==> config.mk <==
export PLATFORM = sky130hd
export DESIGN_NAME = modulo_mux16_1_serializer
export DESIGN_NICKNAME = d
export VERILOG_FILES = /design/src/rtl/modulo_mux16_1_serializer.sv
export SDC_FILE = /design/constraint.sdc
export NUM_CORES = 1
export LEC_CHECK = 0
export ABC_CLOCK_PERIOD_IN_PS = 3600
export CORE_ASPECT_RATIO = 1.2
export CORE_MARGIN = 2
export CORE_UTILIZATION = 56
export CTS_CLUSTER_SIZE = 10
export DETAILED_ROUTE_END_ITERATION = 6
export DONT_BUFFER_PORTS = 1
export PLACE_DENSITY = 0.68
export SYNTH_ARGS = -nofsm -noshare
export SYNTH_HDL_FRONTEND = slang
export SYNTH_SLANG_ARGS = --single-unit
==> constraint.sdc <==
create_clock -name CLK -period 3.6 [get_ports CLK]
set_clock_uncertainty 0.1 [all_clocks]
set_input_delay 0.72 -clock CLK [delete_from_list [all_inputs] [get_ports CLK]]
set_output_delay 0.72 -clock CLK [all_outputs]
set_load 0.02 [all_outputs]
==> src/rtl/modulo_mux16_1_serializer.sv <==
// modulo_mux16_1_serializer: sequential 16:1 mux that serializes a captured word onto Y, one slot per DIV cycles
// Ports:
//   CLK    - clock, rising edge
//   RST_N  - asynchronous active-low reset
//   D      - 16-bit parallel word, captured at frame start (and at each loop wrap)
//   START  - frame request, honoured only in IDLE
//   LOOP   - continuous mode, read at the slot-15 boundary
//   S      - slot select for the far-end demux
//   Y      - serial data, shadow[S]
//   VALID  - S/Y carry a live slot
//   BUSY   - frame in progress, through the DONE cycle
//   DONE   - one-cycle end-of-frame pulse (non-looping frames only)
module modulo_mux16_1_serializer #(
    parameter int DIV = 1
) (
    input  logic        CLK,
    input  logic        RST_N,
    input  logic [15:0] D,
    input  logic        START,
    input  logic        LOOP,
    output logic [3:0]  S,
    output logic        Y,
    output logic        VALID,
    output logic        BUSY,
    output logic        DONE
);
    localparam int PW = DIV > 1 ? $clog2(DIV) : 1;
    localparam logic [PW-1:0] PRE_MAX = PW'(DIV - 1);
    typedef enum logic [1:0] {ST_IDLE, ST_SCAN, ST_DONE} state_t;
    state_t         state, state_n;
    logic [15:0]    shadow, shadow_n;
    logic [3:0]     slot, slot_n;
    logic [PW-1:0]  pre, pre_n;
    always_ff @(posedge CLK or negedge RST_N) begin
        if (!RST_N) begin
            state  <= ST_IDLE;
            shadow <= '0;
            slot   <= '0;
            pre    <= '0;
        end else begin
            state  <= state_n;
            shadow <= shadow_n;
            slot   <= slot_n;
            pre    <= pre_n;
        end
    end
    always_comb begin
        state_n  = state;
        shadow_n = shadow;
        slot_n   = slot;
        pre_n    = pre;
        unique case (state)
            ST_IDLE: begin
                if (START) begin
                    shadow_n = D;
                    slot_n   = '0;
                    pre_n    = '0;
                    state_n  = ST_SCAN;
                end
            end
            ST_SCAN: begin
                pre_n = pre == PRE_MAX ? '0 : pre + PW'(1);
                if (pre == PRE_MAX) begin
                    if (slot != 4'd15) begin
                        slot_n = slot + 4'd1;
                    end else if (LOOP) begin
                        // wrap straight into the next frame with a fresh capture, no gap
                        shadow_n = D;
                        slot_n   = '0;
                    end else begin
                        slot_n  = '0;
                        state_n = ST_DONE;
                    end
                end
            end
            ST_DONE: state_n = ST_IDLE;
            default: state_n = ST_IDLE;
        endcase
    end
    // outputs are a registered decode of the current state, so they trail the state by one cycle
    always_ff @(posedge CLK or negedge RST_N) begin
        if (!RST_N) begin
            S     <= '0;
            Y     <= 1'b0;
            VALID <= 1'b0;
            BUSY  <= 1'b0;
            DONE  <= 1'b0;
        end else begin
            S     <= state == ST_SCAN ? slot : 4'd0;
            Y     <= state == ST_SCAN && shadow[slot];
            VALID <= state == ST_SCAN;
            BUSY  <= state != ST_IDLE;
            DONE  <= state == ST_DONE;
        end
    end
endmodule

=== After elaboration in Yosys (flattened, before gate mapping) ===
Cells that the tools add are included.

* Input port bits: 20
* Output and inout bits: 8
* Register bits: 31
* Memories kept: 0
* Bits in latches: 0
* Memory bits (read-only): 0
* RAM bits: 0
* Logic and storage cells: 48

* $add $sub $neg: 2
* Equality and inequality tests: 8
* Multiply operators: 0
* Shift-type cells: 0
* Reductions and logical operators: 8
* Muxes and demuxes: 20
* Div/mod/pow operators: 0
* Magnitude comparators: 1
* Bitwise operators: 0

{| class="wikitable"
|+ Operators with widths
! kind !! number
|-
| two-way mux 16 bit || 4
|-
| case mux 16 bit (2 select lines) || 1
|-
| two-way mux 4 bit || 4
|-
| inequality test 2 bit, second input constant || 5
|-
| two-way mux 2 bit || 4
|-
| case mux 4 bit (2 select lines) || 1
|-
| less-than comparator 4 x 5 -> 1 bit, second input constant || 1
|-
| AND reduction 5 bit || 1
|-
| adder 4 x 1 -> 4 bit, second input constant || 1
|-
| binary-select mux 1 bit (select 4 bit) || 1
|-
| inequality test 4 bit, second input constant || 1
|-
| case mux 2 bit (2 select lines) || 1
|-
| AND reduction 4 bit || 1
|-
| nonzero test 2 bit || 2
|-
| two-way mux 1 bit || 3
|-
| AND reduction 3 bit || 1
|-
| equality test 2 x 1 -> 1 bit, second input constant || 1
|-
| equality test 2 bit, second input constant || 1
|-
| zero test 2 bit || 1
|-
| case mux 1 bit (2 select lines) || 1
|-
| AND reduction 2 bit || 1
|-
| adder 1 bit, second input constant || 1
|-
| logical AND 1 bit || 1
|}

=== Longest topological paths before layout ===
* Depth in word-level cells: 4
* Gate-level depth with buffers: 6
* Gate-level depth less buffers: 5

=== Worst setup path before layout ===
No wires, ideal clock.

* Path kind: input to register
* Start: in START
* End: reg shadow[15]
* Arrival: 1.631 ns
* Stages on the path: 4
* Slack: 1.744 ns
* Path buffers: 1
* Data required time: 3.375 ns
* Cell sequence: o21bai_2 nor3_4 buf_12 mux2_4

* Word-level cells in the longest chain between the ends: 2

{| class="wikitable"
|+ Ends and longest elaborated chain
! item !! line !! text
|-
| start, declared || 19 || <nowiki>input logic START,</nowiki>
|-
| inequality test 2 bit (no line) || - ||
|-
| AND reduction 5 bit (no line) || - ||
|-
| end signal, assigned || 42 || <nowiki>shadow <= shadow_n;</nowiki>
|-
| end, declared || 31 || <nowiki>logic [15:0] shadow, shadow_n;</nowiki>
|}

Every way passes these cells.
A chain may end at the register's enable or synchronous reset.

=== Final worst setup path ===
* Start: reg slot[0]
* End: reg shadow[10]

* Word-level cells in the longest chain between the ends: 3

{| class="wikitable"
|+ Ends and longest elaborated chain
! item !! line !! text
|-
| start, declared || 32 || <nowiki>logic [3:0] slot, slot_n;</nowiki>
|-
| start signal, assigned || 43 || <nowiki>slot <= slot_n;</nowiki>
|-
| inequality test 4 bit || 64 || <nowiki>if (slot != 4'd15) begin</nowiki>
|-
| inequality test 2 bit (no line) || - ||
|-
| AND reduction 5 bit (no line) || - ||
|}

Every way passes these cells.

==> run metrics <==
largest net degree at the start of global routing=31; Seq/Total Area, Yosys=56.07%; Final Max Slew Viols=0; Post-CTS Setup Bufs=0; CTS root buf=clkbuf_4; Final Worst Setup Slack=999.5 ps; Port Buf Inserts=0; Max Clock Freq=384.5 MHz; DRC=0; initial antenna violation count=0; Crit. path cell count=5; Iteration-0 DRC Markers=14; sequential fraction of design power=51.2%; Reg-to-Reg End=shadow[10]; die height=57.56 µm; synth top area cells=dfrtp_1 (56%), mux2_4 (11%), mux2_2 (5.0%); Post-DP Area=0.001345 mm²; Synth Net Count=116; H-tree depth=2; CP Max Fanout=16; Tcrit/Tclk final=72.24%; Routed wire per std cell=15.11 µm; Post-synth EDFFs=0; hold slack final=93.72 ps; cell taking the most area after synthesis=dfrtp_1; Worst path slowest cell=nor3_4; filler cell count=189; Logic pwr share=34.2%; dpl ws=983.4 ps; CP startpoint=slot[0]; Inserted Clock Buffers=5; setup TNS=0 ps; row cnt=19; RSZ-0062 raised after global routing=false; CTS tree=done; hold_buf cts=1; ys async rst share=100.0%; first-pass GRT wire length=3.353 mm; Initial Util=58.66%; CP Capture Type=flip-flop; Clock Latency Late Sink=330 ps; FF+latch count, synth=30; Critical Path Max Stage Delay=730 ps; share of post-route cells with drive strength above 1=31.63%; crit path capture=shadow[10]; kind of critical path=reg2reg; number of gates resized after cts=0; Max IR drop VDD=546.7 µV; I/O pin count=28; RePlAce Congestion=0.7875; clock-pin transition on the worst setup and hold timing paths=90 ps; area growth from synthesis to layout=5.795%; total track usage=16.85%; CP Buf/Inv Count=0; CTS Sinks=30; Mapped Avg Cell Area=14.09 µm²; Int Power=872.7 µW; critical path, cell by cell=ha_1 > nand3_1 > and2_4 > nor3_4 > mux2_2; CP delay by family, top=simple AND/OR/NAND/NOR gates; gr ovfl total=0; clock tree buffer depth=2; vias in the first global route=716; switching power=431.9 µW; Reg-to-Reg Start=slot[0]; Warnings, synthesis=0; Die Width=48.64 µm; DRT Wirelength=1.949 mm; most common cell in the netlist=dfrtp_1; r2r setup slk=1000 ps; Synth cell types=30; n_diodes=0; part of the power in the clock network=14.6%; Worst-Margin Slew=872.2 ps; CP Data Required Time=3710 ps; die area=0.002799 mm²; Worst Reg-to-Reg Cells=5; top cell type's share of synthesized area=56.07%; Main synth FF type=dfrtp_1; hpwl dp=1.420 mm; commonest cells in the netlist=dfrtp_1 (30), mux2_4 (10), mux2_2 (6); critical path arrival=2710 ps; non-filler cells, final=129; max_cap viols=0; Nets=120; outcome=complete, no violations; CORE AREA=0.002282 mm²; Syn Inst Count=95; number of routed nets with antenna violations=0; Post-Syn Area=0.001339 mm²; clock period minus worst slack=2601 ps; DR pass1 iterations=3; Setup crit start kind=flip-flop; cell leakage power=0.6126 nW; Final Cell Area=0.001416 mm²; Pwr Density=921.0 mW/mm²; Hold Vio Cnt, Final=0; Slew headroom=41.67%; routed via count=737; endpoints failing setup=0; Switching Share=33.10%; vias per cell=5.713; hold crit path type=in2async; placed cells=122
## registers in the layout (all words and copies together) (netlist names)
register and cells:
slot 4, Y 1, S 4, BUSY 1, shadow 16, VALID 1
DONE 1, state 2
## how the worst min path moves through the flow
stage / start / end / slack [ps] / cells past startpoint
after floorplan: RST_N / BUSY / 320 / 0
after global placement: RST_N / BUSY / 320 / 0
after detailed placement: RST_N / DONE / 320 / 0
after CTS: RST_N / DONE / 90 / 1
after global routing: RST_N / slot[2] / 90 / 1
final: RST_N / DONE / 90 / 1
## layout make-up
class / count / area (µm²) / share of cell area [%]
repair buffers: 1 / 20.02 / 1.413
inverters: 1 / 6.256 / 0.4417
flip-flops and latches: 30 / 750.7 / 53.00
clock buffers: 6 / 51.30 / 3.622
well taps: 31 / 38.79 / 2.739
multi-input cells: 60 / 549.3 / 38.78
## metal layers
metal | track usage [%] | vias up | wire length, µm
met2 | 24.66 | 25 | 950
met5 | 0 | - | 0
met4 | 9.388 | 0 | 49
met1 | 19.86 | 361 | 821
met3 | 9.162 | 7 | 127
li1 | - | 344 | -
## power by group through the flow
stage | clock network, mW | logic (mW) | registers [mW]
floorplan | 0 | 0.457 | 0.604
global placement | 0 | 0.437 | 0.672
detailed placement | 0 | 0.445 | 0.678
CTS | 0.197 | 0.455 | 0.673
global route | 0.210 | 0.494 | 0.697
finish | 0.190 | 0.447 | 0.668
## layout by cell type, fill, tap and decap left out, drive strengths merged
cell,Yosys,layout
o211ai,1,1
buf,2,1
o31ai,1,1
dfrtp,30,30
o21bai,1,1
nand3b,2,2
o22a,1,1
mux2,16,16
nor2,3,3
and2,5,5
nand4,1,1
ha,1,1
nand2,5,5
mux2i,4,4
inv,1,1
nand2b,2,2
nor2b,2,2
nand3,3,3
clkbuf,2,6
or2,1,1
o21ai,4,4
a21oi,1,1
mux4,2,2
nor3,3,3
a22o,1,1
## logic make-up after synthesis
kind of cell,Yosys count,synth area share [%]
compound gates,10,5.140
buf+inv,5,2.897
simple gates,27,12.34
fa+ha+maj,1,0.9344
flops,30,56.07
mux,22,22.62
## metrics by stage
step           utilization [%]  total power, mW
2_1_floorplan                -            1.061
3_3_place_gp             58.94            1.109
3_5_place_dp             58.94            1.123
4_1_cts                  62.06            1.324
5_1_grt                  62.06            1.401
6_report                 62.06            1.305
No activity file was read; power rests on OpenSTA's default activity.
